## src/rtl/wb_grf.sv

```systemverilog
// M->W pipeline register plus 31x32 general register file with write counter.
// Optional macro GRF_BYPASS_EN: D-stage reads return the committing W write in the same cycle.
module wb_grf (
    input  logic        clk,
    input  logic        reset,
    input  logic [4:0]  M_A3,
    input  logic [31:0] M_RegData,
    input  logic        M_RegWrite,
    input  logic [31:0] M_PC,
    input  logic        W_en,
    input  logic        W_flush,
    input  logic [4:0]  D_A1,
    input  logic [4:0]  D_A2,
    output logic [31:0] D_RD1,
    output logic [31:0] D_RD2,
    output logic [4:0]  W_A3,
    output logic [31:0] W_WD,
    output logic        W_RegWrite,
    output logic [31:0] W_PC,
    output logic [15:0] wr_count
);

    // Register 0 has no storage; it is hard-wired to zero on the read side.
    logic [31:0] regs [1:31];
    logic        commit;
    logic [31:0] arr_rd1;
    logic [31:0] arr_rd2;

    assign commit = W_RegWrite && (W_A3 != 5'd0);

    // Flush takes priority over enable; enable low holds the stage.
    always_ff @(posedge clk or negedge reset) begin
        if (!reset) begin
            W_A3       <= 5'd0;
            W_WD       <= 32'd0;
            W_RegWrite <= 1'b0;
            W_PC       <= 32'd0;
        end else if (W_flush) begin
            W_A3       <= 5'd0;
            W_WD       <= 32'd0;
            W_RegWrite <= 1'b0;
            W_PC       <= 32'd0;
        end else if (W_en) begin
            W_A3       <= M_A3;
            W_WD       <= M_RegData;
            W_RegWrite <= M_RegWrite;
            W_PC       <= M_PC;
        end
    end

    // The write uses the W contents present before this edge, so a reload
    // on the same edge commits the old instruction first.
    always_ff @(posedge clk or negedge reset) begin
        if (!reset) begin
            for (int i = 1; i < 32; i++) begin
                regs[i] <= 32'd0;
            end
        end else begin
            for (int i = 1; i < 32; i++) begin
                if (commit && (W_A3 == 5'(i))) begin
                    regs[i] <= W_WD;
                end
            end
        end
    end

    always_ff @(posedge clk or negedge reset) begin
        if (!reset) begin
            wr_count <= 16'd0;
        end else if (commit) begin
            wr_count <= wr_count + 16'd1;
        end
    end

    always_comb begin
        arr_rd1 = 32'd0;
        arr_rd2 = 32'd0;
        for (int i = 1; i < 32; i++) begin
            if (D_A1 == 5'(i)) arr_rd1 = regs[i];
            if (D_A2 == 5'(i)) arr_rd2 = regs[i];
        end
    end

`ifdef GRF_BYPASS_EN
    always_comb begin
        D_RD1 = arr_rd1;
        D_RD2 = arr_rd2;
        if (commit && (D_A1 == W_A3)) D_RD1 = W_WD;
        if (commit && (D_A2 == W_A3)) D_RD2 = W_WD;
    end
`else
    // Same-cycle W/D hazards are left to the external forwarding unit.
    always_comb begin
        D_RD1 = arr_rd1;
        D_RD2 = arr_rd2;
    end
`endif

endmodule

```

## config.mk

```make
export PLATFORM = sky130hd
export DESIGN_NAME = wb_grf
export DESIGN_NICKNAME = d
export VERILOG_FILES = /design/src/rtl/wb_grf.sv
export SDC_FILE = /design/constraint.sdc
export NUM_CORES = 2
export LEC_CHECK = 0
export ABC_AREA = 1
export BUFFER_PORTS_ARGS = -buffer_cell sky130_fd_sc_hd__buf_4
export CAP_MARGIN = 20
export CORE_MARGIN = 1.5
export CORE_UTILIZATION = 25
export CTS_CLUSTER_SIZE = 28
export DETAILED_ROUTE_END_ITERATION = 10
export PLACE_DENSITY = 0.41
export SETUP_SLACK_MARGIN = 0.3
export SLEW_MARGIN = 20
export SYNTH_ARGS = -nofsm -noshare
export SYNTH_HDL_FRONTEND = slang
export SYNTH_SLANG_ARGS = --single-unit
```

## constraint.sdc

```tcl
create_clock -name clk -period 3.1 [get_ports clk]
set_input_delay 0.465 -clock clk [delete_from_list [all_inputs] [get_ports clk]]
set_output_delay 0.465 -clock clk [all_outputs]
set_load 0.02 [all_outputs]
```

[Word-level counts from Yosys, hierarchy flattened]
Cells that the tools add are included.
Word-level totals
  logic and storage cells: 234
  flip-flop bits (word level): 1078
  output and inout bits: 150
  input bits: 84
Cells by class
  mux-type cells: 70
  equal/unequal tests: 93
  reduce and logical (&&, ||, !) cells: 34
  $add $sub $neg: 1
Operators by type and width (number)
  $mux 32: 66
  $eq 5x5->1 const B: 48
  $eq 5x4->1 const B: 24
  $eq 5x3->1 const B: 12
  $logic_and 1x1->1: 32
  $eq 5x2->1 const B: 6
  $add 16x1->16 const B: 1
  $eq 5x1->1 const B: 3
  $mux 5: 2
  $reduce_bool 5->1: 1
  $mux 1: 2
  $reduce_bool 2->1: 1

[Depth between registers and ports, before layout]
  depth in word-level cells: 32
  gate-level depth with buffers: 23

[Worst setup path before layout]
OpenSTA, ideal clock, no wires.
  kind: in2out
  start point: input port D_A2[4]
  end point: output port D_RD2[6]
  cell stages on the path: 17
  arrival time: 2438 ps
  path slack: 197 ps
  cell sequence: inv_1 -> buf_2 -> nand2_1 -> nor2_1 -> inv_1 -> clkbuf_1 -> or2_2 -> nand2_1 -> nand4_1 -> nor2_1 -> nand4_1 -> nor2_1 -> nand4_1 -> nand2_1 -> nand4_1 -> nor2_1 -> nand4_1
Between the ends
  longest elaborated chain between the ends: 32
RTL lines
  start, declared: RTL line 13  | input logic [4:0] D_A2,
  $eq 5x1->1: RTL line 80  | if (D_A2 == 5'(i)) arr_rd2 = regs[i];
  $mux 32 (30 in series): RTL line 80
  $mux 32 (*): RTL line 80
  end, declared: RTL line 15  | output logic [31:0] D_RD2,
Mark *: on every way between the ends. The rest lies on a longest branch, timed or not.

[Final worst setup path]
  start point: register regs[937] (netlist bit)
  end point: output port D_RD1[9]
Between the ends
  longest elaborated chain between the ends: 30
RTL lines
  start, declared: RTL line 24  | logic [31:0] regs [1:31];
  start signal, assigned by index: RTL line 56  | regs[i] <= 32'd0;
  start signal, assigned by index: RTL line 61  | regs[i] <= W_WD;
  $mux 32 (30 in series): RTL line 79  | if (D_A1 == 5'(i)) arr_rd1 = regs[i];
  end, declared: RTL line 14  | output logic [31:0] D_RD1,
No other way between the ends.

==> impl_metrics.yaml <==
clocking:
  cts_root_buf: "clkbuf_16"
  clkSlewWorstSetupHoldPaths_ps: 60
  cts_inserted_buffers: 137
  clock_latency_ps: 780
  clock_sinks: 1078
  htree_levels: 4
  ctsLongestPathBuffers: 3
  cts_tree: "built"
sta:
  finalSetupViolCount: 64
  rsz0062_at_grt: "true"
  relSlewSlack: 0.347
  tightest_slew_ps: 980
  fmax_mhz: 228
  fin_ws_ps: -1290
  setup_tns_ps: -61240
  finalCritPeriodShare: 1.42
  hold_viol_final: 0
  slew_violations: 0
  final.min_clock_period_ps: 4390
  finClkSkew_ps: 21.2
floorplanning:
  placeableCoreArea_mm2: 0.217
  boundaryPins: 234
  placementRows: 171
  die_y_um: 470
  floorplan.initialDensity: 0.251
  dieArea_mm2: 0.221
  die_width_um: 470
worst_setup_path:
  r2r_slack_ps: 600
  critPathCaptureType: "primary output"
  cpMaxStageDelayCell: "dfrtp_1"
  critPathLaunchType: "register"
  critPathTopFamily: "simple AND/OR/NAND/NOR gates"
  cp_max_fo: 3
  critPathBufInv: 2
  worstSetupPathType: "reg -> out"
  crit_top_cell: "nand4_1"
  max_stage_delay_ps: 410
  cp.arrival_ps: 3920
  path_cells: "nand4_1, nand3_1, nor2_1, nand4_1, nor2_1, nand4_1, nor2_2, nand4_1, nor2_2, nand4_1, nor2_2, nand4_1, nor2_1, nand4_1, nor2_1, nand4_1, buf_4, buf_6"
  cp_data_required_time_ps: 2630
drt:
  vias_per_cell: 4.76
  vias: 52600
  routed_wl_mm: 231
  postRouteAntennaNets: 0
  routedWlPerCell_um: 20.9
  dr.pass1.iters: 6
  drc: 0
  dr.first_iter.drc_count: 4902
final_layout:
  nets: 8169
  final_cells: 11000
  drive_gt1_frac: 0.203
  stdcell_area_mm2: 0.0714
  area.growth.synth_to_final_pct: 31.0
synth:
  synthArstFlopShare: 1.00
  synth_seq_area_share: 0.495
  yosysMostFrequentCell: "nand2_1"
  syn_avg_cell_area_um2: 7.26
  yosys.area.top_type: "dfrtp_1"
  synth_nets: 7594
  synthAdderAreaFrac: 0.000229
  ys_top_cells_by_count: "2,617 x nand2_1, 1,097 x o21ai_0, 1,078 x dfrtp_1, 723 x nor2_1, 540 x inv_1"
  synth-simple-area-share: 0.320
  synth_top_family_by_area: "simple AND/OR/NAND/NOR gates"
  synth_cell_types: 27
  synth-main-ff-cell: "dfrtp_1"
  synth_warnings: 0
  synth_cells: 7509
  synth.area.mux_share: 0
  yosys-top-cells-area: "dfrtp_1 49%, nand2_1 18%, o21ai_0 10%"
  postSynthRegisterBits: 1078
  synth_compound_area_frac: 0.109
  synth-edff-count: 0
  yosysTopAreaCellShare: 0.495
  syn_area_mm2: 0.0545
  synth_xor_area_frac: 0.00209
grt:
  grt_overflow: 0
  grt_use_total: 0.206
  grt_pass1_wl_mm: 345
  grt_pass1_vias: 50000
  grt_start_max_net_pins: 109
  antenna_found_initial: 6
pwr:
  leakage_nw: 31.3
  vdd_ir_drop_max_mv: 0.544
  total_power_w: 0.0343
  power_density_mw_per_mm2: 480
outcome:
  outcome: "finished with violations"
  violations: "setup timing"
placement:
  dp.cells: 10700
  routabilityCongestion: 0.886
  io_buffers: 233
  place_area_mm2: 0.0645
  place_hpwl_mm: 170
min_path:
  hold_path.class: "in -> reg"
flow_run:
  drv_cap: 0
-- layer usage --
metal  vias up  wire [um]  GRT usage
met2      1433     104000      0.323
met3       245      11200     0.0243
met1     25600     110000      0.297
met4         0       5950     0.0548
met5         -          0          0
li1      25300          -          -
-- where the power goes --
group	internal (W)	total, W	switching, W
sequential	0.0145	0.0149	0.000380
combinational	0.00111	0.00324	0.00213
clock	0.00953	0.0161	0.00658
-- cell families after synthesis --
group	Yosys count
AOI/OAI and AO/OA	1183
xor gates and xnor gates	13
adders and majority gates	1
buffers and inverters	1066
DFF	1078
and+or+nand+nor	4168
-- state kept, by name, indices dropped and copies added (netlist names) --
| register | flops |
|---|---|
| W_A3 | 5 |
| W_PC | 32 |
| W_RegWrite | 1 |
| W_WD | 32 |
| regs | 992 |
| wr_count | 16 |
-- layout make-up --
| type | count | area [um^2] |
|---|---|---|
| Sequential cell | 1078 | 27000 |
| Antenna cell | 6 | 15.0 |
| Inverter | 550 | 2070 |
| Clock buffer | 214 | 4170 |
| Clock inverter | 24 | 258 |
| Tap cell | 2854 | 3570 |
| Multi-Input combinational cell | 5366 | 25200 |
| Fill cell | 23400 | 146000 |
| Timing Repair Buffer | 951 | 9140 |
-- metrics by stage --
stage | hold WS [ps] | util | setup slack, ps
finish | 60.3 | 0.329 | -1290
global route | 17.5 | 0.329 | -1580
CTS | 1.19 | 0.324 | -1390
detailed placement | 446 | 0.297 | -1350
global placement | 442 | 0.297 | -1430
floorplan | 169 | - | 284
-- cell usage in the layout, fill, tap and decap left out, drive strengths merged, types with 24 or more instances in the layout --
cell / n
a21oi: 76
buf: 891
clkbuf: 214
dfrtp: 1078
dlygate4sd3: 60
inv: 552
nand2: 2618
nand3: 212
nand4: 506
nor2: 728
nor3: 24
o21ai: 1097
or2: 77
-- path summary, 6_finish.rpt --
check	from	endpoint	cells after the start
worst max-delay path	regs[937]	D_RD1[9]	18
worst min register to register	regs[899]	regs[899]	2
worst min-delay path	M_RegData[12]	W_WD[12]	3
min in group asynchronous	reset	regs[608]	2
worst max register to register	W_A3[2]	wr_count[15]	14
max in group asynchronous	reset	regs[44]	3
-- tightest hold or removal path, cell delays in order --
cell and delay (ps):
buf_4 180, nand3_1 80, o21ai_0 70
-- repair_timing --
action                                  4_1_cts  5_1_grt
resized for setup                           265      295
buffers inserted                              3        4
endpoints found under the setup margin       64       65
endpoints found under the hold margin       136        0
cloned                                        1        0
hold buffers                                 60        0
pin swaps                                    58      223
No activity file was read; power rests on OpenSTA's default activity.
